[src/rtl/fc_layer_sequencer.sv]
// Chains fully-connected layers through the FC engine: buffers each non-final
// layer's results, writes them back as the next ifmap, forwards final results.
module fc_layer_sequencer #(
   parameter int DATA_W    = 8,
   parameter int BUF_DEPTH = 128,
   parameter int PTR_W     = 10
) (
   input  logic              clk,
   input  logic              rst,
   input  logic              seq_start_i,
   input  logic [1:0]        layer_cnt_i,
   input  logic [8:0]        l0_in_num_i,
   input  logic [6:0]        l0_out_num_i,
   input  logic [6:0]        l1_out_num_i,
   input  logic [6:0]        l2_out_num_i,
   output logic              fc_start_o,
   output logic [8:0]        fc_in_node_num_o,
   output logic [6:0]        fc_out_node_num_o,
   output logic [1:0]        fc_nth_fully_o,
   output logic              ifmap_wren_o,
   output logic [PTR_W-1:0]  ifmap_wrptr_o,
   output logic [DATA_W-1:0] ifmap_wdata_o,
   input  logic [DATA_W-1:0] fc_result_i,
   input  logic              fc_valid_i,
   input  logic              fc_last_i,
   output logic [DATA_W-1:0] res_data_o,
   output logic              res_valid_o,
   output logic              res_last_o,
   output logic              busy_o,
   output logic              done_o,
   output logic              err_o
);

   typedef enum logic [2:0] {
      S_IDLE,
      S_START,
      S_COLLECT,
      S_COPY,
      S_DONE
   } state_t;

   state_t state, state_d;

   logic [1:0]  lyr, lyr_d;
   logic [6:0]  cnt, cnt_d;
   logic [6:0]  prev_n, prev_n_d;
   logic [1:0]  cfg_lcnt, cfg_lcnt_d;
   logic [6:0]  cfg_out1, cfg_out1_d;
   logic [6:0]  cfg_out2, cfg_out2_d;

   logic              fc_start_d;
   logic [8:0]        in_num_d;
   logic [6:0]        out_num_d;
   logic [1:0]        nth_d;
   logic              wren_d;
   logic [PTR_W-1:0]  wrptr_d;
   logic [DATA_W-1:0] wdata_d;
   logic [DATA_W-1:0] res_data_d;
   logic              res_valid_d;
   logic              res_last_d;
   logic              busy_d;
   logic              done_d;
   logic              err_d;

   logic [DATA_W-1:0] node_buf [BUF_DEPTH];
   logic              buf_we;

   logic [6:0] cnt_inc;
   logic [1:0] lyr_inc;
   logic       is_final;
   logic       reach_n;
   logic       beat_end;
   logic [6:0] next_out;

   always_comb begin
      cnt_inc  = cnt + 7'd1;
      lyr_inc  = lyr + 2'd1;
      is_final = ({1'b0, lyr} + 3'd1) >= {1'b0, cfg_lcnt};
      reach_n  = (cnt_inc == fc_out_node_num_o);
      beat_end = fc_last_i | reach_n;
      case (lyr_inc)
         2'd1:    next_out = cfg_out1;
         default: next_out = cfg_out2;
      endcase
   end

   always_comb begin
      state_d     = state;
      lyr_d       = lyr;
      cnt_d       = cnt;
      prev_n_d    = prev_n;
      cfg_lcnt_d  = cfg_lcnt;
      cfg_out1_d  = cfg_out1;
      cfg_out2_d  = cfg_out2;
      fc_start_d  = 1'b0;
      in_num_d    = fc_in_node_num_o;
      out_num_d   = fc_out_node_num_o;
      nth_d       = fc_nth_fully_o;
      wren_d      = 1'b0;
      wrptr_d     = ifmap_wrptr_o;
      wdata_d     = ifmap_wdata_o;
      res_data_d  = res_data_o;
      res_valid_d = 1'b0;
      res_last_d  = 1'b0;
      busy_d      = busy_o;
      done_d      = 1'b0;
      err_d       = err_o;
      buf_we      = 1'b0;

      unique case (state)
         S_IDLE: begin
            if (seq_start_i) begin
               cfg_lcnt_d = (layer_cnt_i == 2'd0) ? 2'd1 : layer_cnt_i;
               cfg_out1_d = l1_out_num_i;
               cfg_out2_d = l2_out_num_i;
               lyr_d      = '0;
               err_d      = 1'b0;
               busy_d     = 1'b1;
               fc_start_d = 1'b1;
               nth_d      = '0;
               in_num_d   = l0_in_num_i;
               out_num_d  = l0_out_num_i;
               state_d    = S_START;
            end
         end
         S_START: begin
            cnt_d   = '0;
            state_d = S_COLLECT;
         end
         S_COLLECT: begin
            if (fc_valid_i) begin
               cnt_d = cnt_inc;
               if (fc_last_i != reach_n) err_d = 1'b1;
               if (is_final) begin
                  res_valid_d = 1'b1;
                  res_data_d  = fc_result_i;
                  res_last_d  = beat_end;
               end else begin
                  buf_we = 1'b1;
               end
               if (beat_end) begin
                  cnt_d = '0;
                  if (is_final) begin
                     done_d  = 1'b1;
                     state_d = S_DONE;
                  end else begin
                     // entry 0 may be the beat being written this very cycle
                     prev_n_d = cnt_inc;
                     wren_d   = 1'b1;
                     wrptr_d  = '0;
                     wdata_d  = (cnt == '0) ? fc_result_i : node_buf[0];
                     state_d  = S_COPY;
                  end
               end
            end
         end
         S_COPY: begin
            if (cnt_inc < prev_n) begin
               cnt_d   = cnt_inc;
               wren_d  = 1'b1;
               wrptr_d = PTR_W'(cnt_inc);
               wdata_d = node_buf[cnt_inc];
            end else begin
               lyr_d      = lyr_inc;
               fc_start_d = 1'b1;
               nth_d      = lyr_inc;
               in_num_d   = {2'b00, prev_n};
               out_num_d  = next_out;
               state_d    = S_START;
            end
         end
         S_DONE: begin
            busy_d    = 1'b0;
            in_num_d  = '0;
            out_num_d = '0;
            nth_d     = '0;
            state_d   = S_IDLE;
         end
         default: state_d = S_IDLE;
      endcase

      if (fc_valid_i && (state != S_COLLECT)) err_d = 1'b1;
   end

   always_ff @(posedge clk or posedge rst) begin
      if (rst) begin
         state             <= S_IDLE;
         lyr               <= '0;
         cnt               <= '0;
         prev_n            <= '0;
         cfg_lcnt          <= '0;
         cfg_out1          <= '0;
         cfg_out2          <= '0;
         fc_start_o        <= 1'b0;
         fc_in_node_num_o  <= '0;
         fc_out_node_num_o <= '0;
         fc_nth_fully_o    <= '0;
         ifmap_wren_o      <= 1'b0;
         ifmap_wrptr_o     <= '0;
         ifmap_wdata_o     <= '0;
         res_data_o        <= '0;
         res_valid_o       <= 1'b0;
         res_last_o        <= 1'b0;
         busy_o            <= 1'b0;
         done_o            <= 1'b0;
         err_o             <= 1'b0;
      end else begin
         state             <= state_d;
         lyr               <= lyr_d;
         cnt               <= cnt_d;
         prev_n            <= prev_n_d;
         cfg_lcnt          <= cfg_lcnt_d;
         cfg_out1          <= cfg_out1_d;
         cfg_out2          <= cfg_out2_d;
         fc_start_o        <= fc_start_d;
         fc_in_node_num_o  <= in_num_d;
         fc_out_node_num_o <= out_num_d;
         fc_nth_fully_o    <= nth_d;
         ifmap_wren_o      <= wren_d;
         ifmap_wrptr_o     <= wrptr_d;
         ifmap_wdata_o     <= wdata_d;
         res_data_o        <= res_data_d;
         res_valid_o       <= res_valid_d;
         res_last_o        <= res_last_d;
         busy_o            <= busy_d;
         done_o            <= done_d;
         err_o             <= err_d;
      end
   end

   always_ff @(posedge clk) begin
      if (buf_we) node_buf[cnt] <= fc_result_i;
   end

endmodule

[config.mk]
export PLATFORM = sky130hd
export DESIGN_NAME = fc_layer_sequencer
export DESIGN_NICKNAME = d
export VERILOG_FILES = /design/src/rtl/fc_layer_sequencer.sv
export SDC_FILE = /design/constraint.sdc
export NUM_CORES = 1
export LEC_CHECK = 0
export BUFFER_PORTS_ARGS = -buffer_cell sky130_fd_sc_hd__buf_2
export CORE_MARGIN = 2
export CORE_UTILIZATION = 58
export CTS_CLUSTER_DIAMETER = 100
export DETAILED_ROUTE_END_ITERATION = 10
export PLACE_DENSITY = 0.75
export SYNTH_ARGS = -nofsm -noshare
export SYNTH_HDL_FRONTEND = slang
export SYNTH_SLANG_ARGS = --single-unit
[constraint.sdc]
create_clock -name clk -period 8.8 [get_ports clk]
set_input_delay 2.2 -clock clk [delete_from_list [all_inputs] [get_ports clk]]
set_output_delay 2.2 -clock clk [all_outputs]
set_load 0.05 [all_outputs]
==> impl_metrics.py <==
metrics = {
    "outcome": {
        "status": "finished, final reports clean",
    },
    "timing": {
        "setup_tns_ns": 0,
        "tightestPinTransition_ns": 1.32,
        "setup_viol": 0,
        "rsz0062_at_grt": "no",
        "relSlewSlack_pct": 11.8,
        "maxSlewViolCount": 0,
        "hold_violations": 0,
        "min_period_over_period_pct": 66.4,
        "period_minus_slack_ns": 5.84,
        "finClkSkew_ns": 0.0375,
        "worst_slack_ns": 2.96,
        "max_freq_ghz": 0.171,
    },
    "critical_path": {
        "cp-end-kind": "flop",
        "slowest_stage": "nor2_4",
        "crit_buf_inv": 4,
        "critPathMaxStageDelay_ns": 1.05,
        "reg2reg_depth": 11,
        "cp_num_cells": 11,
        "cp_data_required_time_ns": 9.35,
        "r2r_slack_ns": 2.96,
        "critPathMaxFanout": 46,
        "setup.worst_path.start_class": "flop",
        "worstPathCellList": "buf_4 > inv_1 > ha_4 > inv_2 > buf_4 > nor2_4 > nand2_1 > a41oi_1 > o211ai_1 > and4_1 > o32a_1",
        "path_delay_family": "buffers and inverters",
        "worstSetupPathType": "flop to flop",
        "crit_top_cell": "buf_4",
        "worst-endpoint-arrival_ns": 6.40,
    },
    "final_layout": {
        "multi_input_area_um2": 10500,
        "mostFrequentLayoutCell": "edfxtp_1",
        "instances_no_fill": 3565,
        "regArea_um2": 32800,
        "nets": 2559,
        "mostFrequentLayoutCells": "edfxtp_1, mux4_2, nand2_1, nor2_1, mux2i_1",
        "synthToLayoutAreaGrowth_pct": 10.6,
        "final_cell_area_um2": 48800,
        "drive_above_1_share_pct": 21.1,
        "nFillCells": 4964,
    },
    "clock_network": {
        "cts_hold_buf": 0,
        "cts_made_buffers": 103,
        "tritoncts": "built",
        "cts_setup_buffers": 0,
        "cts_buffer_depth": 3,
        "htreeDepth": 3,
        "post_cts_resized": 0,
        "root_buffer": "clkbuf_16",
        "cts.clk_slew.worst_paths_ns": 0.06,
        "clock_sinks": 1106,
        "clk_latency_ns": 0.67,
    },
    "global_routing": {
        "grt_max_degree": 105,
        "grt_pass1_vias": 23500,
        "grt_use_total_pct": 27.5,
        "gr-total-overflow": 0,
        "antenna_found_initial": 4,
        "grt_pass1_wl_um": 157000,
    },
    "place": {
        "placed_cells": 3374,
        "hpwl_um": 62900,
        "dp_slack_ns": 3.03,
        "globalplace.congestion": 0.910,
        "numPortBuffers": 92,
        "placedInstanceArea_um2": 45400,
    },
    "power_and_ir_drop": {
        "switching_share_pct": 30.3,
        "p_leak_nw": 15.7,
        "power.density_nw_per_um2": 290,
        "p_int_mw": 9.88,
        "irDropWorstVdd_uv": 187,
        "total_power_mw": 14.2,
        "seq_power_share_pct": 42.7,
        "switching_power_mw": 4.29,
        "combPwrFrac_pct": 25.3,
        "clockPowerShare_pct": 31.9,
    },
    "die": {
        "initial_utilization_pct": 58.3,
        "die_h_um": 280,
        "die_w_um": 280,
        "die_area_um2": 78400,
        "io_pins": 96,
        "rows": 101,
        "core_um2": 75700,
    },
    "detailed_routing": {
        "dr_total_vias": 23700,
        "drcViolationCount": 0,
        "dr.pass1.iters": 6,
        "drt_iter0_drc": 3254,
        "wl_um": 107000,
        "ant_nets": 0,
        "viasPerCell": 6.66,
        "wire_per_inst_um": 29.9,
    },
    "synthesis": {
        "yosysSeqAreaShare_pct": 74.3,
        "synth_edf_count": 1024,
        "synth_flop_cell": "edfxtp_1",
        "synth_area_um2": 44200,
        "synthCells": 2409,
        "yosysUniqueCellTypes": 68,
        "yosysWarnings": 0,
        "synth-seq-cells": 1106,
        "postSynth.asyncResetShare_pct": 7.41,
        "syn_avg_cell_area_um2": 18.3,
    },
    "hold_path": {
        "hold_class": "flop to flop",
        "holdPathStages": 2,
    },
    "flow_run": {
        "drv_cap": 0,
    },
}
==> worst paths after layout <==
| path | startpoint | to |
|---|---|---|
| max in group asynchronous | rst | cnt[0]$_DFFE_PP0P_ |
| setup / recovery | cnt[0]$_DFFE_PP0P_ | ifmap_wdata_o[7]$_DFFE_PP0P_ |
| min in group asynchronous | rst | res_data_o[0]$_DFFE_PP0P_ |
| setup reg to reg | cnt[0]$_DFFE_PP0P_ | ifmap_wdata_o[7]$_DFFE_PP0P_ |
| hold / removal | fc_in_node_num_o[1]$_DFFE_PP0P_ | fc_in_node_num_o[1]$_DFFE_PP0P_ |
| hold reg to reg | fc_in_node_num_o[1]$_DFFE_PP0P_ | fc_in_node_num_o[1]$_DFFE_PP0P_ |
==> Yosys cell counts (all sizes together) (16+ instances only) <==
cell type / instances / area share (%)
a221oi: 27 / 0.54
mux4: 215 / 11
nor2: 182 / 1.5
edfxtp: 1024 / 70
dfrtp: 82 / 4.6
mux2i: 108 / 2.4
a21oi: 39 / 0.44
o21ai: 43 / 0.49
o211ai: 16 / 0.27
nand4: 19 / 0.27
buf: 88 / 1.4
nand2: 202 / 1.7
a31oi: 16 / 0.23
inv: 30 / 0.26
clkbuf: 55 / 0.47
nand3: 68 / 0.77
a22oi: 16 / 0.27
mux2: 37 / 0.94
==> registers in the layout, indices dropped and copies added, names as in the netlist, 3 cells and up <==
register and flops:
state 3, cfg_out1 7, fc_out_node_num_o 7, ifmap_wdata_o 8, node_buf 1024, cnt 7
prev_n 7, cfg_out2 7, ifmap_wrptr_o 7, res_data_o 8, fc_in_node_num_o 9
==> routing by layer <==
| metal | GRT usage [%] | up-vias | part of all wire, % |
|---|---|---|---|
| met2 | 43.0 | 1540 | 47 |
| met3 | 5.83 | 256 | 11 |
| li1 | - | 9810 | - |
| met1 | 38.9 | 12100 | 38 |
| met5 | 0 | - | 0.021 |
| met4 | 10.4 | 4 | 3.7 |
==> logic make-up after synthesis <==
group / Yosys count / synth area share [%]
buffers and inverters: 175 / 2.16
flip-flops: 1106 / 74.3
multiplexers: 360 / 14.4
AND/OR/NAND/NOR: 530 / 5.19
other: 1 / 0.00849
AO/OA/AOI/OAI: 214 / 3.35
adder cells (fa/ha/maj): 13 / 0.385
XOR/XNOR: 10 / 0.241
==> area by class of cell <==
type	instances	share of cell area (%)
clock buffer	124	5.61
sequential	1106	67.2
clock inverter	66	1.40
inverter	32	0.254
tap	978	2.51
timing repair buffer	128	1.59
antenna	1	0.00512
multi-input combinational	1130	21.5
==> power by group through the flow <==
stage,combinational [mW],sequential (mW),clock [mW]
floorplan,2.33,6.39,0
global placement,3.50,6.15,0
detailed placement,3.55,6.16,0
CTS,3.57,6.05,4.55
global route,3.79,6.07,4.74
finish,3.59,6.05,4.53
==> through the flow <==
step                      hold slack (ns)  util, %
after CTS                           0.480     64.5
after global routing                0.508     64.5
after detailed placement            0.466     60.0
final                               0.474     64.5
after floorplan                     0.475        -
after global placement              0.472     60.0
==> tightest hold or removal path: stages, from the launching register on <==
cell	delay, ns
dfrtp_1	0.34
nand2_1	0.05
o21ai_0	0.06
No activity file was read; power rests on OpenSTA's default activity.
